--- src/rtl/ahbl_wb_pkg.sv ---
// Shared encodings for the AHB-Lite to Wishbone B4 bridge: bus codes, CTI/BTE tags,
// FSM states and burst decode helpers.
package ahbl_wb_pkg;

    localparam logic [1:0] HTRANS_IDLE   = 2'b00;
    localparam logic [1:0] HTRANS_BUSY   = 2'b01;
    localparam logic [1:0] HTRANS_NONSEQ = 2'b10;
    localparam logic [1:0] HTRANS_SEQ    = 2'b11;

    localparam logic [2:0] HBURST_SINGLE = 3'b000;
    localparam logic [2:0] HBURST_INCR   = 3'b001;
    localparam logic [2:0] HBURST_WRAP4  = 3'b010;
    localparam logic [2:0] HBURST_INCR4  = 3'b011;
    localparam logic [2:0] HBURST_WRAP8  = 3'b100;
    localparam logic [2:0] HBURST_INCR8  = 3'b101;
    localparam logic [2:0] HBURST_WRAP16 = 3'b110;
    localparam logic [2:0] HBURST_INCR16 = 3'b111;

    localparam logic HRESP_OKAY  = 1'b0;
    localparam logic HRESP_ERROR = 1'b1;

    localparam logic [2:0] CTI_CLASSIC = 3'b000;
    localparam logic [2:0] CTI_INCR    = 3'b010;
    localparam logic [2:0] CTI_EOB     = 3'b111;

    localparam logic [1:0] BTE_LINEAR = 2'b00;
    localparam logic [1:0] BTE_WRAP4  = 2'b01;
    localparam logic [1:0] BTE_WRAP8  = 2'b10;
    localparam logic [1:0] BTE_WRAP16 = 2'b11;

    typedef enum logic [1:0] {IDLE, BUS, ERR1, ERR2} state_t;

    // Beat count of a fixed-length burst; 0 for SINGLE/INCR.
    function automatic logic [4:0] burst_len(input logic [2:0] hburst);
        case (hburst)
            HBURST_WRAP4, HBURST_INCR4:   burst_len = 5'd4;
            HBURST_WRAP8, HBURST_INCR8:   burst_len = 5'd8;
            HBURST_WRAP16, HBURST_INCR16: burst_len = 5'd16;
            default:                      burst_len = 5'd0;
        endcase
    endfunction

    function automatic logic [1:0] burst_bte(input logic [2:0] hburst);
        case (hburst)
            HBURST_WRAP4:  burst_bte = BTE_WRAP4;
            HBURST_WRAP8:  burst_bte = BTE_WRAP8;
            HBURST_WRAP16: burst_bte = BTE_WRAP16;
            default:       burst_bte = BTE_LINEAR;
        endcase
    endfunction

endpackage

--- src/rtl/ahbl_wb_sel_gen.sv ---
// Byte-lane decoder: HADDR byte offset and HSIZE to a little-endian select mask,
// flagging sizes wider than the bus and addresses misaligned to the size.
module ahbl_wb_sel_gen #(
    parameter int DATA_WIDTH = 32
) (
    input  logic [$clog2(DATA_WIDTH/8)-1:0] i_offset,
    input  logic [2:0]                      i_size,
    output logic [DATA_WIDTH/8-1:0]         o_sel,
    output logic                            o_illegal
);

    localparam int NB    = DATA_WIDTH / 8;
    localparam int OFF_W = $clog2(NB);

    int w_nbytes;
    int w_off;

    always_comb begin
        w_nbytes  = 1 << i_size;
        w_off     = int'(i_offset);
        o_illegal = (int'(i_size) > OFF_W) || ((w_off & (w_nbytes - 1)) != 0);
        for (int b = 0; b < NB; b++) begin
            o_sel[b] = !o_illegal && (b >= w_off) && (b < w_off + w_nbytes);
        end
    end

endmodule

--- src/rtl/ahbl_wb_bridge.sv ---
// AHB-Lite slave to Wishbone B4 classic master bridge: one outstanding transfer,
// two-cycle ERROR response, bus timeout and CTI/BTE burst tagging.
module ahbl_wb_bridge
    import ahbl_wb_pkg::*;
#(
    parameter int ADDR_WIDTH     = 32,
    parameter int DATA_WIDTH     = 32,
    parameter int TIMEOUT_CYCLES = 256
) (
    input  logic                    HCLK,
    input  logic                    HRESETn,
    input  logic                    HSEL,
    input  logic [ADDR_WIDTH-1:0]   HADDR,
    input  logic [1:0]              HTRANS,
    input  logic                    HWRITE,
    input  logic [2:0]              HSIZE,
    input  logic [2:0]              HBURST,
    input  logic [DATA_WIDTH-1:0]   HWDATA,
    input  logic                    HREADY,
    output logic [DATA_WIDTH-1:0]   HRDATA,
    output logic                    HREADYOUT,
    output logic                    HRESP,
    output logic                    wb_cyc,
    output logic                    wb_stb,
    output logic                    wb_we,
    output logic [ADDR_WIDTH-1:0]   wb_adr,
    output logic [DATA_WIDTH/8-1:0] wb_sel,
    output logic [DATA_WIDTH-1:0]   wb_dat_w,
    output logic [2:0]              wb_cti,
    output logic [1:0]              wb_bte,
    input  logic [DATA_WIDTH-1:0]   wb_dat_r,
    input  logic                    wb_ack,
    input  logic                    wb_err
);

    localparam int NB    = DATA_WIDTH / 8;
    localparam int OFF_W = $clog2(NB);
    localparam int TMO_W = (TIMEOUT_CYCLES > 1) ? $clog2(TIMEOUT_CYCLES + 1) : 1;

    state_t                r_state;
    logic                  r_cyc;
    logic                  r_we;
    logic                  r_hreadyout;
    logic                  r_hresp;
    logic [ADDR_WIDTH-1:0] r_adr;
    logic [NB-1:0]         r_sel;
    logic [2:0]            r_cti;
    logic [1:0]            r_bte;
    logic [DATA_WIDTH-1:0] r_hrdata;
    logic [4:0]            r_beats;
    logic [TMO_W-1:0]      r_tmo;

    logic                  w_accept;
    logic                  w_illegal;
    logic [NB-1:0]         w_sel;
    logic [4:0]            w_beats_cur;
    logic [2:0]            w_cti_cur;
    logic                  w_tmo_hit;
    logic                  w_bus_err;

    ahbl_wb_sel_gen #(
        .DATA_WIDTH (DATA_WIDTH)
    ) u_sel_gen (
        .i_offset  (HADDR[OFF_W-1:0]),
        .i_size    (HSIZE),
        .o_sel     (w_sel),
        .o_illegal (w_illegal)
    );

    assign w_accept = HSEL & HREADY & HTRANS[1];

    // A NONSEQ always restarts the count, which also handles early burst termination.
    assign w_beats_cur = (HTRANS == HTRANS_NONSEQ) ? burst_len(HBURST) : r_beats;
    assign w_cti_cur   = (w_beats_cur > 5'd1)  ? CTI_INCR :
                         (w_beats_cur == 5'd1) ? CTI_EOB  : CTI_CLASSIC;

    assign w_tmo_hit = (TIMEOUT_CYCLES != 0) && (r_tmo == TMO_W'(TIMEOUT_CYCLES - 1));
    assign w_bus_err = wb_err | w_tmo_hit;

    always_ff @(posedge HCLK or negedge HRESETn) begin
        if (!HRESETn) begin
            r_state     <= IDLE;
            r_cyc       <= 1'b0;
            r_we        <= 1'b0;
            r_hreadyout <= 1'b1;
            r_hresp     <= HRESP_OKAY;
            r_adr       <= '0;
            r_sel       <= '0;
            r_cti       <= CTI_CLASSIC;
            r_bte       <= BTE_LINEAR;
            r_hrdata    <= '0;
            r_beats     <= '0;
            r_tmo       <= '0;
        end else begin
            case (r_state)
                IDLE, ERR2: begin
                    if (w_accept && w_illegal) begin
                        r_state     <= ERR1;
                        r_hreadyout <= 1'b0;
                        r_hresp     <= HRESP_ERROR;
                        r_beats     <= '0;
                    end else if (w_accept) begin
                        r_state     <= BUS;
                        r_cyc       <= 1'b1;
                        r_hreadyout <= 1'b0;
                        r_hresp     <= HRESP_OKAY;
                        r_we        <= HWRITE;
                        r_adr       <= {HADDR[ADDR_WIDTH-1:OFF_W], {OFF_W{1'b0}}};
                        r_sel       <= w_sel;
                        r_cti       <= w_cti_cur;
                        r_bte       <= burst_bte(HBURST);
                        r_beats     <= w_beats_cur;
                        r_tmo       <= '0;
                    end else begin
                        r_state     <= IDLE;
                        r_hreadyout <= 1'b1;
                        r_hresp     <= HRESP_OKAY;
                    end
                end
                BUS: begin
                    r_tmo <= r_tmo + TMO_W'(1);
                    // err wins over a simultaneous ack
                    if (w_bus_err) begin
                        r_state     <= ERR1;
                        r_cyc       <= 1'b0;
                        r_hresp     <= HRESP_ERROR;
                        r_beats     <= '0;
                    end else if (wb_ack) begin
                        r_state     <= IDLE;
                        r_cyc       <= 1'b0;
                        r_hreadyout <= 1'b1;
                        r_hresp     <= HRESP_OKAY;
                        r_hrdata    <= wb_dat_r;
                        if (r_beats != 5'd0) begin
                            r_beats <= r_beats - 5'd1;
                        end
                    end
                end
                ERR1: begin
                    r_state     <= ERR2;
                    r_hreadyout <= 1'b1;
                    r_hresp     <= HRESP_ERROR;
                end
                default: begin
                    r_state     <= IDLE;
                    r_cyc       <= 1'b0;
                    r_hreadyout <= 1'b1;
                    r_hresp     <= HRESP_OKAY;
                end
            endcase
        end
    end

    assign HRDATA    = r_hrdata;
    assign HREADYOUT = r_hreadyout;
    assign HRESP     = r_hresp;
    assign wb_cyc    = r_cyc;
    assign wb_stb    = r_cyc;
    assign wb_we     = r_we;
    assign wb_adr    = r_adr;
    assign wb_sel    = r_sel;
    assign wb_cti    = r_cti;
    assign wb_bte    = r_bte;
    // Write data is taken live from the AHB data phase, which spans the BUS state.
    assign wb_dat_w  = HWDATA;

endmodule

--- config.mk ---
export PLATFORM = sky130hd
export DESIGN_NAME = ahbl_wb_bridge
export DESIGN_NICKNAME = d
export VERILOG_FILES = /design/src/rtl/ahbl_wb_pkg.sv /design/src/rtl/ahbl_wb_sel_gen.sv /design/src/rtl/ahbl_wb_bridge.sv
export SDC_FILE = /design/constraint.sdc
export NUM_CORES = 1
export LEC_CHECK = 0
export ABC_AREA = 1
export CORE_MARGIN = 3
export CORE_UTILIZATION = 54
export CTS_BUF_LIST = sky130_fd_sc_hd__clkbuf_8
export DETAILED_ROUTE_END_ITERATION = 12
export DONT_BUFFER_PORTS = 1
export GPL_TIMING_DRIVEN = 0
export PLACE_DENSITY = 0.69
export SETUP_SLACK_MARGIN = 0.4
export SLEW_MARGIN = 20
export SYNTH_ARGS = -nofsm -noshare
export SYNTH_HDL_FRONTEND = slang
export SYNTH_HIERARCHICAL = 1
export SYNTH_SLANG_ARGS = --single-unit
--- constraint.sdc ---
create_clock -name HCLK -period 3.7 [get_ports HCLK]
set_clock_uncertainty 0.15 [all_clocks]
set_input_delay 0.185 -clock HCLK [delete_from_list [all_inputs] [get_ports HCLK]]
set_output_delay 0.185 -clock HCLK [all_outputs]
set_load 0.05 [all_outputs]
# ---- Word-level counts from Yosys, hierarchy flattened
# Index checks and enable logic that the tools add are counted.
dict set report word_totals {
  out_inout_bits 110
  regBits 91
}
dict set report classes {
  order_cmp 9
  eq_ne 19
  n_mux 32
  reduce_logical 24
  addsub 4
  shift 1
  bitwise 6
}
# cell n
set op_table {}
lappend op_table {{$lt 3x32->1 const A} 2}
lappend op_table {{$add 3x32->32} 1}
lappend op_table {{$and 3x32->32} 1}
lappend op_table {{$lt 1x32->1 const A} 1}
lappend op_table {{$lt 2x32->1 const A} 1}
lappend op_table {{$reduce_bool 32->1} 1}
lappend op_table {{$shl 1x3->32 const A} 1}
lappend op_table {{$sub 32x2->32 const B} 1}
lappend op_table {{$mux 5} 6}
lappend op_table {{$mux 9} 2}
lappend op_table {{$pmux 9 s2} 1}
lappend op_table {{$pmux 5 s3} 1}
lappend op_table {{$eq 3x3->1 const B} 4}
lappend op_table {{$pmux 2 s3} 2}
lappend op_table {{$mux 1} 11}
lappend op_table {{$pmux 5 s2} 1}
lappend op_table {{$add 9x1->9 const B} 1}
lappend op_table {{$eq 9x8->1 const B} 1}
lappend op_table {{$ne 3x3->1 const B} 3}
lappend op_table {{$reduce_and 3->1} 3}
lappend op_table {{$logic_and 1x1->1} 8}
lappend op_table {{$ne 2x2->1 const B} 4}
lappend op_table {{$reduce_and 4->1} 2}
lappend op_table {{$reduce_or 2->1} 4}
lappend op_table {{other kinds (22)} 32}

# ---- Depth between registers and ports, before layout
# Gate-level depths: netlist of the first run.
dict set report depth {
  depth_word 8
  ltp_mapped 14
}

# ---- By module
# Netlist of the first run, hierarchy kept.
# module area_per_inst_um2 n_inst seq_area_each_um2 cells_per_inst
set modules_own_cells {}
lappend modules_own_cells {ahbl_wb_bridge 4324.1 1 2228.4 543}
lappend modules_own_cells {ahbl_wb_sel_gen 222.7 1 0.0 42}

# ---- Worst setup path before layout of the first run
# Ideal clock, no wire load.
dict set report synth_timing {
  kind {register -> register}
  startpoint {reg r_state[1]}
  endpoint {reg r_tmo[2]}
  t_required_ns 3.432
  t_arrival_ns 1.725
  setup_time_ns 0.118
  slack_ns 1.707
  n_path_buf 1
  path_stages_with_launch 11
  path_cell_list {dfrtp_1 -> inv_1 -> ha_1 -> inv_1 -> nor2_4 -> nand2_4 -> nand2_4 -> inv_2 -> buf_6 -> nand2_1 -> o21ai_2}
}
dict set report synth_via {
  elab_chain_cells 4
  word_cells_on_any_way 9
}
# item line
set synth_rtl {}
lappend synth_rtl {{from (decl)} ahbl_wb_bridge.sv:40} ;# state_t r_state;
lappend synth_rtl {{from (signal assigned)} ahbl_wb_bridge.sv:82} ;# r_state <= IDLE;
lappend synth_rtl {{from (signal assigned)} ahbl_wb_bridge.sv:98} ;# r_state <= ERR1;
lappend synth_rtl {{from (signal assigned)} ahbl_wb_bridge.sv:103} ;# r_state <= BUS;
lappend synth_rtl {{$eq 2x2->1 / $logic_not 2->1 (equally long branches)} ahbl_wb_bridge.sv:95} ;# case (r_state)
lappend synth_rtl {{$reduce_or 2->1} ahbl_wb_bridge.sv:95}
lappend synth_rtl {{$ne 2x2->1 (no source line) / $reduce_bool 2->1 (equally long branches)} -}
lappend synth_rtl {{$reduce_and 3->1 (no source line)} -}
lappend synth_rtl {{to (signal assigned)} ahbl_wb_bridge.sv:121} ;# r_tmo <= r_tmo + TMO_W'(1);
lappend synth_rtl {{to (decl)} ahbl_wb_bridge.sv:51} ;# logic [TMO_W-1:0] r_tmo;
# Several ways; a longest one is shown, not always the timed one.
# A chain may end at the register's enable or synchronous reset.

# ---- Final worst setup path of the first run
dict set report layout_timing {
  startpoint {reg r_state[1]}
  endpoint {reg r_bte[1], in the netlist wb_bte[1]}
}
dict set report layout_via {
  elab_chain_cells 3
  word_cells_on_any_way 4
}
# item line
set layout_rtl {}
lappend layout_rtl {{$eq 2x2->1 / $logic_not 2->1 (equally long branches)} ahbl_wb_bridge.sv:95}
lappend layout_rtl {{$reduce_or 2->1 *} ahbl_wb_bridge.sv:95}
lappend layout_rtl {{$reduce_and 3->1 (no source line) *} -}
lappend layout_rtl {{to (signal assigned)} ahbl_wb_bridge.sv:111} ;# r_bte <= burst_bte(HBURST);
lappend layout_rtl {{to (decl)} ahbl_wb_bridge.sv:48} ;# logic [1:0] r_bte;
# Every way passes the cells marked *; elsewhere a longest branch is shown, timed or not.

==> impl_results.html, run 1 <==
<table>
<tr><th>Metric</th><th>Value</th></tr>
<tr><th colspan="2">Outcome</th></tr>
<tr><td>Run status</td><td>finished clean</td></tr>
<tr><th colspan="2">Route</th></tr>
<tr><td>Detailed-routing iteration count for the pre-antenna-repair pass</td><td>4</td></tr>
<tr><td>Final wirelength</td><td>11400 microns</td></tr>
<tr><td>Number of vias per cell</td><td>5.03</td></tr>
<tr><td>Routed wirelength normalized by instance count</td><td>14.7 microns</td></tr>
<tr><td>Vias</td><td>3914</td></tr>
<tr><td>Residual antenna-violating net count after detailed routing</td><td>0</td></tr>
<tr><td>Violation count after the first detailed-route iteration</td><td>161</td></tr>
<tr><td>Post-detailed-route DRC marker count</td><td>0</td></tr>
<tr><th colspan="2">Synthesis</th></tr>
<tr><td>Average cell area after synthesis</td><td>7.77 sq um</td></tr>
<tr><td>Top flip-flop cell by instance count after synthesis</td><td>sky130_fd_sc_hd__dfrtp_1</td></tr>
<tr><td>Synthesized area</td><td>4550 sq um</td></tr>
<tr><td>Number of cells produced by synthesis</td><td>585</td></tr>
<tr><td>Share of async-settable or async-resettable flops after synthesis</td><td>1.00</td></tr>
<tr><td>Share of the synthesized area in the top cell type</td><td>0.484</td></tr>
<tr><td>Post-synth EDFFs</td><td>0</td></tr>
<tr><td>Cell types with the largest area share after synthesis</td><td>sky130_fd_sc_hd__dfrtp_1 48%, sky130_fd_sc_hd__nand2_1 22%, sky130_fd_sc_hd__buf_4 6.8%</td></tr>
<tr><td>Share of the yosys chip area belonging to registers</td><td>0.490</td></tr>
<tr><td>Cell taking the most area after synthesis</td><td>sky130_fd_sc_hd__dfrtp_1</td></tr>
<tr><td>Yosys warnings</td><td>6</td></tr>
<tr><td>Distinct cells, synth</td><td>35</td></tr>
<tr><td>Register bit total from synthesis</td><td>89</td></tr>
<tr><th colspan="2">Setup path</th></tr>
<tr><td>Gate family responsible for the most delay along the worst path</td><td>buffers and inverters</td></tr>
<tr><td>Maximum cell stage delay along the critical path</td><td>690 ps</td></tr>
<tr><td>Crit Path Category</td><td>reg -&gt; reg</td></tr>
<tr><td>Arrival time at the worst endpoint</td><td>2760 ps</td></tr>
<tr><td>Crit path cell chain</td><td>inv_1 -&gt; ha_1 -&gt; inv_1 -&gt; nor2_4 -&gt; nand2_4 -&gt; buf_2 -&gt; nand2_1 -&gt; o31ai_2 -&gt; dlygate4sd3_1</td></tr>
<tr><td>Required arrival time at the worst endpoint</td><td>3780 ps</td></tr>
<tr><td>Count of buffer and inverter cells on the critical path</td><td>4</td></tr>
<tr><td>Kind of end point of the critical path</td><td>flip-flop</td></tr>
<tr><td>Category of the worst setup path launch point</td><td>flip-flop</td></tr>
<tr><td>Critical Path Slowest Stage Cell</td><td>sky130_fd_sc_hd__dfrtp_1</td></tr>
<tr><td>Cell repeated most along the worst path</td><td>sky130_fd_sc_hd__inv_1</td></tr>
<tr><td>Worst-path fanout max</td><td>10</td></tr>
<tr><th colspan="2">Final layout</th></tr>
<tr><td>Area taken by multi-input logic gates</td><td>1760 sq um</td></tr>
<tr><td>Most common library cell in the layout ignoring fill and taps</td><td>sky130_fd_sc_hd__nand2_1</td></tr>
<tr><td>Proportion of layout cells with a drive suffix above 1</td><td>0.120</td></tr>
<tr><td>Growth of design area from synthesis to finish</td><td>23.9%</td></tr>
<tr><td>Layout net count</td><td>791</td></tr>
<tr><td>Total area of sequential cells</td><td>2230 sq um</td></tr>
<tr><td>Leading cell types in the layout, fill and taps excluded</td><td>264 x sky130_fd_sc_hd__nand2_1, 88 x sky130_fd_sc_hd__dfrtp_1, 72 x sky130_fd_sc_hd__dlygate4sd3_1, 52 x sky130_fd_sc_hd__nand3_1, 42 x sky130_fd_sc_hd__inv_1</td></tr>
<tr><td>Count of placed standard cells in the final layout, fillers left out</td><td>778</td></tr>
<tr><td>Fillers</td><td>587</td></tr>
<tr><th colspan="2">Timing</th></tr>
<tr><td>Slew at the pin closest to its max-slew limit</td><td>534 ps</td></tr>
<tr><td>Accumulated negative setup slack</td><td>0 ps</td></tr>
<tr><td>Final setup margin</td><td>1030 ps</td></tr>
<tr><td>Clock period minus final worst setup slack</td><td>2670 ps</td></tr>
<tr><td>Final setup violation count</td><td>0</td></tr>
<tr><td>Share of the clock period used by the worst path after layout</td><td>0.722</td></tr>
<tr><td>Highest achievable clock rate</td><td>0.374 GHz</td></tr>
<tr><td>Slew Limit Fails</td><td>0</td></tr>
<tr><td>RSZ-0062 raised after global routing</td><td>false</td></tr>
<tr><td>Final hold slack</td><td>18.9 ps</td></tr>
<tr><td>Worst max-slew margin expressed relative to the limit</td><td>0.644</td></tr>
<tr><td>Final hold violation count</td><td>0</td></tr>
<tr><th colspan="2">Die</th></tr>
<tr><td>Chip width</td><td>97.8 microns</td></tr>
<tr><td>Number of primary I/O pins</td><td>221</td></tr>
<tr><td>Die Height</td><td>97.8 microns</td></tr>
<tr><td>Die outline area</td><td>9560 sq um</td></tr>
<tr><td>Standard-cell row count</td><td>32</td></tr>
<tr><td>CORE AREA</td><td>7970 sq um</td></tr>
<tr><td>Effective utilization at floorplan</td><td>0.571</td></tr>
<tr><th colspan="2">Hold path</th></tr>
<tr><td>Classification of the worst-slack hold path</td><td>in -&gt; reg</td></tr>
<tr><th colspan="2">Global routing</th></tr>
<tr><td>Number of global-route vias before repair</td><td>3930</td></tr>
<tr><td>Number of antenna violations at the first check in global routing</td><td>0</td></tr>
<tr><td>Wire length of the first global-routing pass</td><td>18900 microns</td></tr>
<tr><td>Total overflow reported by the global router</td><td>0</td></tr>
<tr><td>Overall Global Routing Usage</td><td>0.240</td></tr>
<tr><td>Maximum number of pins on one net before global-route repair</td><td>90</td></tr>
<tr><th colspan="2">CTS</th></tr>
<tr><td>Number of resized instances in the post-cts repair step</td><td>0</td></tr>
<tr><td>Number of buffers added to fix hold violations after cts</td><td>73</td></tr>
<tr><td>Number of buffers created by CTS</td><td>9</td></tr>
<tr><td>Clk sinks</td><td>89</td></tr>
<tr><td>Max Root-Sink Buffers</td><td>2</td></tr>
<tr><td>Post-CTS Setup Repair Bufs</td><td>0</td></tr>
<tr><td>Clock-pin transition on the worst setup and hold timing paths</td><td>90 ps</td></tr>
<tr><td>TritonCTS clock tree</td><td>yes</td></tr>
<tr><td>H-Tree Depth</td><td>3</td></tr>
<tr><td>Root Buffer Master</td><td>sky130_fd_sc_hd__clkbuf_8</td></tr>
<tr><td>Clock latency on the worst-skew pair</td><td>350 ps</td></tr>
<tr><th colspan="2">Job</th></tr>
<tr><td># Max-Cap Violations</td><td>0</td></tr>
<tr><th colspan="2">Placement</th></tr>
<tr><td>Half-perimeter wire length of the detailed placement result</td><td>7520 microns</td></tr>
<tr><td>Pre-CTS setup slack</td><td>1370 ps</td></tr>
<tr><td>Final weighted congestion of routability-driven global placement</td><td>0.831</td></tr>
<tr><td>IO buf count</td><td>0</td></tr>
<tr><td>Placed Instances</td><td>688</td></tr>
<tr><th colspan="2">Power</th></tr>
<tr><td>Maximum vdd drop</td><td>0.539 mV</td></tr>
<tr><td>Power density normalized to cell area</td><td>805 nW/um^2</td></tr>
<tr><td>P_leak</td><td>3.05 nW</td></tr>
<tr><td>Total power</td><td>4.54 mW</td></tr>
</table>
==> cell usage after synthesis, types with 3 or more instances <==
library cell                 n
sky130_fd_sc_hd__a21oi_1     3
sky130_fd_sc_hd__buf_2       4
sky130_fd_sc_hd__buf_4      41
sky130_fd_sc_hd__clkbuf_1   10
sky130_fd_sc_hd__dfrtp_1    88
sky130_fd_sc_hd__ha_1        9
sky130_fd_sc_hd__inv_1      42
sky130_fd_sc_hd__nand2_1   264
sky130_fd_sc_hd__nand3_1    52
sky130_fd_sc_hd__nand4_1     6
sky130_fd_sc_hd__nor2_1     29
sky130_fd_sc_hd__o21ai_0     5
sky130_fd_sc_hd__o21ai_2     3
==> power by group <==
group	total, mW	switching, mW	internal (mW)
logic	1.01	0.607	0.401
clock network	0.686	0.366	0.319
registers	2.84	1.51	1.33
==> kinds of logic (layout without fill, tap and decap cells) <==
logic type	count (synthesis)	after routing	share of synthesized area
buffers and inverters	102	191	0.123
DFF	89	89	0.490
other	1	3	0.000825
AOI/OAI and AO/OA	19	19	0.0275
adders and majority gates	10	10	0.0292
xor gates and xnor gates	1	1	0.00193
and+or+nand+nor	363	363	0.328
==> metrics by stage <==
step / util / area, sq um
3_3_place_gp: 0.587 / 4680
3_5_place_dp: 0.587 / 4680
2_1_floorplan: - / 4550
5_1_grt: 0.707 / 5630
4_1_cts: 0.707 / 5630
6_report: 0.707 / 5630
==> layout make-up <==
cell class,count,share of cell area
Antenna cell,1,0.000444
Clock buffer,9,0.0220
Buffer,57,0.0689
Sequential cell,89,0.396
Timing Repair Buffer,73,0.133
Tap cell,102,0.0227
Multi-Input combinational cell,395,0.313
Clock inverter,7,0.0140
Inverter,45,0.0302
==> flip-flops by register name (all words and copies together), names as in the netlist, 2 cells and up <==
register and flops:
r_state 2, wb_cti 2, r_beats 5, wb_sel 4
r_tmo 9, wb_adr 30, HRDATA 32, wb_bte 2
==> routing by layer <==
metal / vias up / track usage / share of wire
met1: 1804 / 0.283 / 0.39
li1: 1933 / - / -
met5: - / 0 / 0
met4: 0 / 0.0884 / 0.015
met3: 18 / 0.0657 / 0.076
met2: 159 / 0.420 / 0.51
==> worst min-delay path, stage by stage <==
cell and delay, ps:
sky130_fd_sc_hd__buf_2 160, sky130_fd_sc_hd__nand3_1 90, sky130_fd_sc_hd__nand2_1 50
==> path summary, 6_finish.rpt <==
path	from	cells after the start	slack (ps)	endpoint
max reg2reg	r_state[1]	9	1030	wb_bte[1]
min	wb_ack	3	20	HRDATA[23]
max in group asynchronous	HRESETn	2	2760	r_tmo[0]
max	r_state[1]	9	1030	wb_bte[1]
min reg2reg	r_beats[0]	2	340	r_beats[0]
min in group asynchronous	HRESETn	2	310	wb_adr[22]
Power figures use the tool's default switching activity.
==> inputs of run 2 (changes only) <==
clock period = 2.75 ns   (was 3.7 ns; I/O delays follow)
==> run 2 against run 1 <==
  * The flow now finishes with violations (negative hold slack)
  * Sequential power rose by 35%
  * Critical path type unchanged
  * Fmax rose by 24%
  * Non-clock buffer count did not move
  * First-iteration DRC count fell by 2.5%
  * Clock-buffer cell count did not move
  * Critical endpoint is now wb_adr[31]
  * Final area rose by 0.27%
==> impl_results.html, run 2 (same netlist as run 1, synthesis figures left out) <==
<table>
<tr><th>Metric</th><th>Value</th></tr>
<tr><th colspan="2">CTS</th></tr>
<tr><td>Max Root-Sink Buffers</td><td>2 (unchanged)</td></tr>
<tr><td>H-Tree Depth</td><td>3 (unchanged)</td></tr>
<tr><td>Number of buffers created by CTS</td><td>9 (unchanged)</td></tr>
<tr><td>Clock latency on the worst-skew pair</td><td>360 ps (about the same)</td></tr>
<tr><td>Post-CTS Setup Repair Bufs</td><td>0 (unchanged)</td></tr>
<tr><td>Clk sinks</td><td>89 (unchanged)</td></tr>
<tr><td>Number of buffers added to fix hold violations after cts</td><td>73 (unchanged)</td></tr>
<tr><td>TritonCTS clock tree</td><td>yes</td></tr>
<tr><td>Root Buffer Master</td><td>sky130_fd_sc_hd__clkbuf_8</td></tr>
<tr><td>Clock-pin transition on the worst setup and hold timing paths</td><td>100 ps (about the same)</td></tr>
<tr><th colspan="2">Die</th></tr>
<tr><td>Die outline area</td><td>9560 sq um (unchanged)</td></tr>
<tr><td>Standard-cell row count</td><td>32 (unchanged)</td></tr>
<tr><td>Die Height</td><td>97.8 microns (unchanged)</td></tr>
<tr><td>Number of primary I/O pins</td><td>221 (unchanged)</td></tr>
<tr><td>CORE AREA</td><td>7970 sq um (unchanged)</td></tr>
<tr><td>Effective utilization at floorplan</td><td>0.571 (unchanged)</td></tr>
<tr><td>Chip width</td><td>97.8 microns (unchanged)</td></tr>
<tr><th colspan="2">Power</th></tr>
<tr><td>Power density normalized to cell area</td><td>1080 nW/um^2 (+34%)</td></tr>
<tr><td>Part of the power in the clock network</td><td>0.153 (+0.002)</td></tr>
<tr><td>Maximum vdd drop</td><td>0.725 mV (+35%)</td></tr>
<tr><td>Psw</td><td>3.33 mW (+34%)</td></tr>
<tr><td>Internal Pwr Total</td><td>2.76 mW (+34%)</td></tr>
<tr><td>P_leak</td><td>3.04 nW (-0.28%)</td></tr>
<tr><td>Part of the total power dissipated in sequential elements</td><td>0.628 (about the same)</td></tr>
<tr><td>Switching power as a share of total power</td><td>0.547 (about the same)</td></tr>
<tr><td>Comb power frac</td><td>0.219 (-0.003)</td></tr>
<tr><th colspan="2">Placement</th></tr>
<tr><td>Half-perimeter wire length of the detailed placement result</td><td>7520 microns (unchanged)</td></tr>
<tr><td>IO buf count</td><td>0 (unchanged)</td></tr>
<tr><td>Placed Instances</td><td>688 (unchanged)</td></tr>
<tr><td>Final weighted congestion of routability-driven global placement</td><td>0.831 (unchanged)</td></tr>
<tr><th colspan="2">Outcome</th></tr>
<tr><td>Violations in the final reports</td><td>negative hold slack</td></tr>
<tr><td>Run status</td><td>complete, but fails checks</td></tr>
<tr><th colspan="2">Final layout</th></tr>
<tr><td>Post-route core utilization</td><td>0.709 (+0.00189)</td></tr>
<tr><td>Total area of sequential cells</td><td>2230 sq um (about the same)</td></tr>
<tr><td>Layout net count</td><td>791 (unchanged)</td></tr>
<tr><td>Fillers</td><td>586 (-0.17%)</td></tr>
<tr><td>Leading cell types in the layout, fill and taps excluded</td><td>262 x sky130_fd_sc_hd__nand2_1, 87 x sky130_fd_sc_hd__dfrtp_1, 73 x sky130_fd_sc_hd__dlygate4sd3_1, 51 x sky130_fd_sc_hd__nand3_1, 42 x sky130_fd_sc_hd__inv_1</td></tr>
<tr><td>Max FFs per register</td><td>32 (unchanged)</td></tr>
<tr><td>Count of placed standard cells in the final layout, fillers left out</td><td>778 (unchanged)</td></tr>
<tr><td>Proportion of layout cells with a drive suffix above 1</td><td>0.133 (+0.0133)</td></tr>
<tr><td>Growth of design area from synthesis to finish</td><td>24.2%</td></tr>
<tr><td>Area taken by multi-input logic gates</td><td>1790 sq um (+1.4%)</td></tr>
<tr><td>Most common library cell in the layout ignoring fill and taps</td><td>sky130_fd_sc_hd__nand2_1</td></tr>
<tr><th colspan="2">Route</th></tr>
<tr><td>Violation count after the first detailed-route iteration</td><td>157 (-2.5%)</td></tr>
<tr><td>Residual antenna-violating net count after detailed routing</td><td>0 (unchanged)</td></tr>
<tr><td>Detailed-routing iteration count for the pre-antenna-repair pass</td><td>4 (unchanged)</td></tr>
<tr><td>Post-detailed-route DRC marker count</td><td>0 (unchanged)</td></tr>
<tr><td>Final wirelength</td><td>11500 microns (+0.30%)</td></tr>
<tr><td>Routed wirelength normalized by instance count</td><td>14.7 microns (+0.30%)</td></tr>
<tr><td>Vias</td><td>3937 (+0.59%)</td></tr>
<tr><td>Number of vias per cell</td><td>5.06 (+0.59%)</td></tr>
<tr><th colspan="2">Timing</th></tr>
<tr><td>Accumulated negative setup slack</td><td>0 ps (unchanged)</td></tr>
<tr><td>Final setup violation count</td><td>0 (unchanged)</td></tr>
<tr><td>Final hold violation count</td><td>89 (+89)</td></tr>
<tr><td>RSZ-0062 raised after global routing</td><td>false</td></tr>
<tr><td>Final hold slack</td><td>-684 ps (-703 ps)</td></tr>
<tr><td>Slew Limit Fails</td><td>0 (unchanged)</td></tr>
<tr><td>Worst max-slew margin expressed relative to the limit</td><td>0.656 (+0.0120)</td></tr>
<tr><td>Highest achievable clock rate</td><td>0.464 GHz (+24%)</td></tr>
<tr><td>Slew at the pin closest to its max-slew limit</td><td>516 ps (-18.1 ps)</td></tr>
<tr><td>Share of the clock period used by the worst path after layout</td><td>0.783 (+0.0610)</td></tr>
<tr><td>Clock period minus final worst setup slack</td><td>2150 ps (-518 ps)</td></tr>
<tr><th colspan="2">Global routing</th></tr>
<tr><td>Wire length of the first global-routing pass</td><td>18900 microns (about the same)</td></tr>
<tr><td>Total overflow reported by the global router</td><td>0 (unchanged)</td></tr>
<tr><td>Number of antenna violations at the first check in global routing</td><td>0 (unchanged)</td></tr>
<tr><td>Overall Global Routing Usage</td><td>0.240 (-0.000493)</td></tr>
<tr><td>Number of global-route vias before repair</td><td>3941 (+0.28%)</td></tr>
<tr><td>Maximum number of pins on one net before global-route repair</td><td>90 (unchanged)</td></tr>
<tr><th colspan="2">Setup path</th></tr>
<tr><td>Required arrival time at the worst endpoint</td><td>2900 ps (-880 ps)</td></tr>
<tr><td>Arrival time at the worst endpoint</td><td>2300 ps (-460 ps)</td></tr>
<tr><td>Worst-path fanout max</td><td>10 (unchanged)</td></tr>
<tr><td>Category of the worst setup path launch point</td><td>flip-flop</td></tr>
<tr><td>Crit Path Category</td><td>reg -&gt; reg</td></tr>
<tr><td>Kind of end point of the critical path</td><td>flip-flop</td></tr>
<tr><th colspan="2">Job</th></tr>
<tr><td># Max-Cap Violations</td><td>0 (unchanged)</td></tr>
<tr><th colspan="2">Hold path</th></tr>
<tr><td>Classification of the worst-slack hold path</td><td>in -&gt; async</td></tr>
</table>
==> run 2: final timing paths <==
check | start | end | slack, ps | cells after the start
hold reg to reg | r_beats[0] | r_beats[0] | 330 | 2
min in group HCLK | HADDR[0] | wb_sel[0] | 20 | 5
setup reg to reg | r_state[1] | wb_adr[31] | 600 | 8
hold / removal | HRESETn | wb_adr[24] | -680 | 0
max in group asynchronous | HRESETn | HREADYOUT | 2970 | 0
setup / recovery | r_state[1] | wb_adr[31] | 600 | 8
==> run 2: through the flow <==
step	power, mW	area [sq um]	worst slack, ps
final	6.09	5650	597
after global routing	6.43	5640	398
after CTS	6.08	5610	427
after detailed placement	5.07	4680	419
after global placement	5.01	4680	481
after floorplan	4.75	4550	757
==> run 2: critical path, cell delays in order (launching register included) <==
cell,delay [ps]
sky130_fd_sc_hd__dfrtp_2,550
sky130_fd_sc_hd__inv_1,90
sky130_fd_sc_hd__ha_1,350
sky130_fd_sc_hd__inv_1,150
sky130_fd_sc_hd__nor2_4,60
sky130_fd_sc_hd__nand2_4,100
sky130_fd_sc_hd__clkbuf_1,400
sky130_fd_sc_hd__nand2_1,130
sky130_fd_sc_hd__nand2_1,100
==> run 2: timing repair <==
| action | in CTS | in global routing |
|---|---|---|
| endpoints found under the hold margin | 160 | 89 |
| cloned | 0 | 0 |
| endpoints found under the setup margin | 2 | 64 |
| pin swaps | 0 | 0 |
| resized for setup | 1 | 15 |
==> run 2: cell type report <==
class,count,area share
buffer,57,0.0698
timing repair buffer,73,0.129
antenna,1,0.000443
tap,102,0.0226
multi-input combinational,395,0.317
clock buffer,9,0.0219
clock inverter,7,0.0140
sequential,89,0.395
inverter,45,0.0301
==> run 2: power by group through the flow <==
stage	registers, mW	logic [mW]	clock network, mW
after floorplan	3.71	1.04	0
after global placement	3.84	1.17	0
after detailed placement	3.84	1.23	0
after CTS	3.83	1.31	0.943
after global routing	3.90	1.54	0.986
final	3.83	1.33	0.930
==> run 2: layer usage <==
metal / up-vias / part of all wire / global-route usage
li1: 1934 / - / -
met1: 1827 / 0.40 / 0.285
met2: 158 / 0.51 / 0.416
met3: 18 / 0.076 / 0.0664
met4: 0 / 0.016 / 0.0873
met5: - / 0 / 0
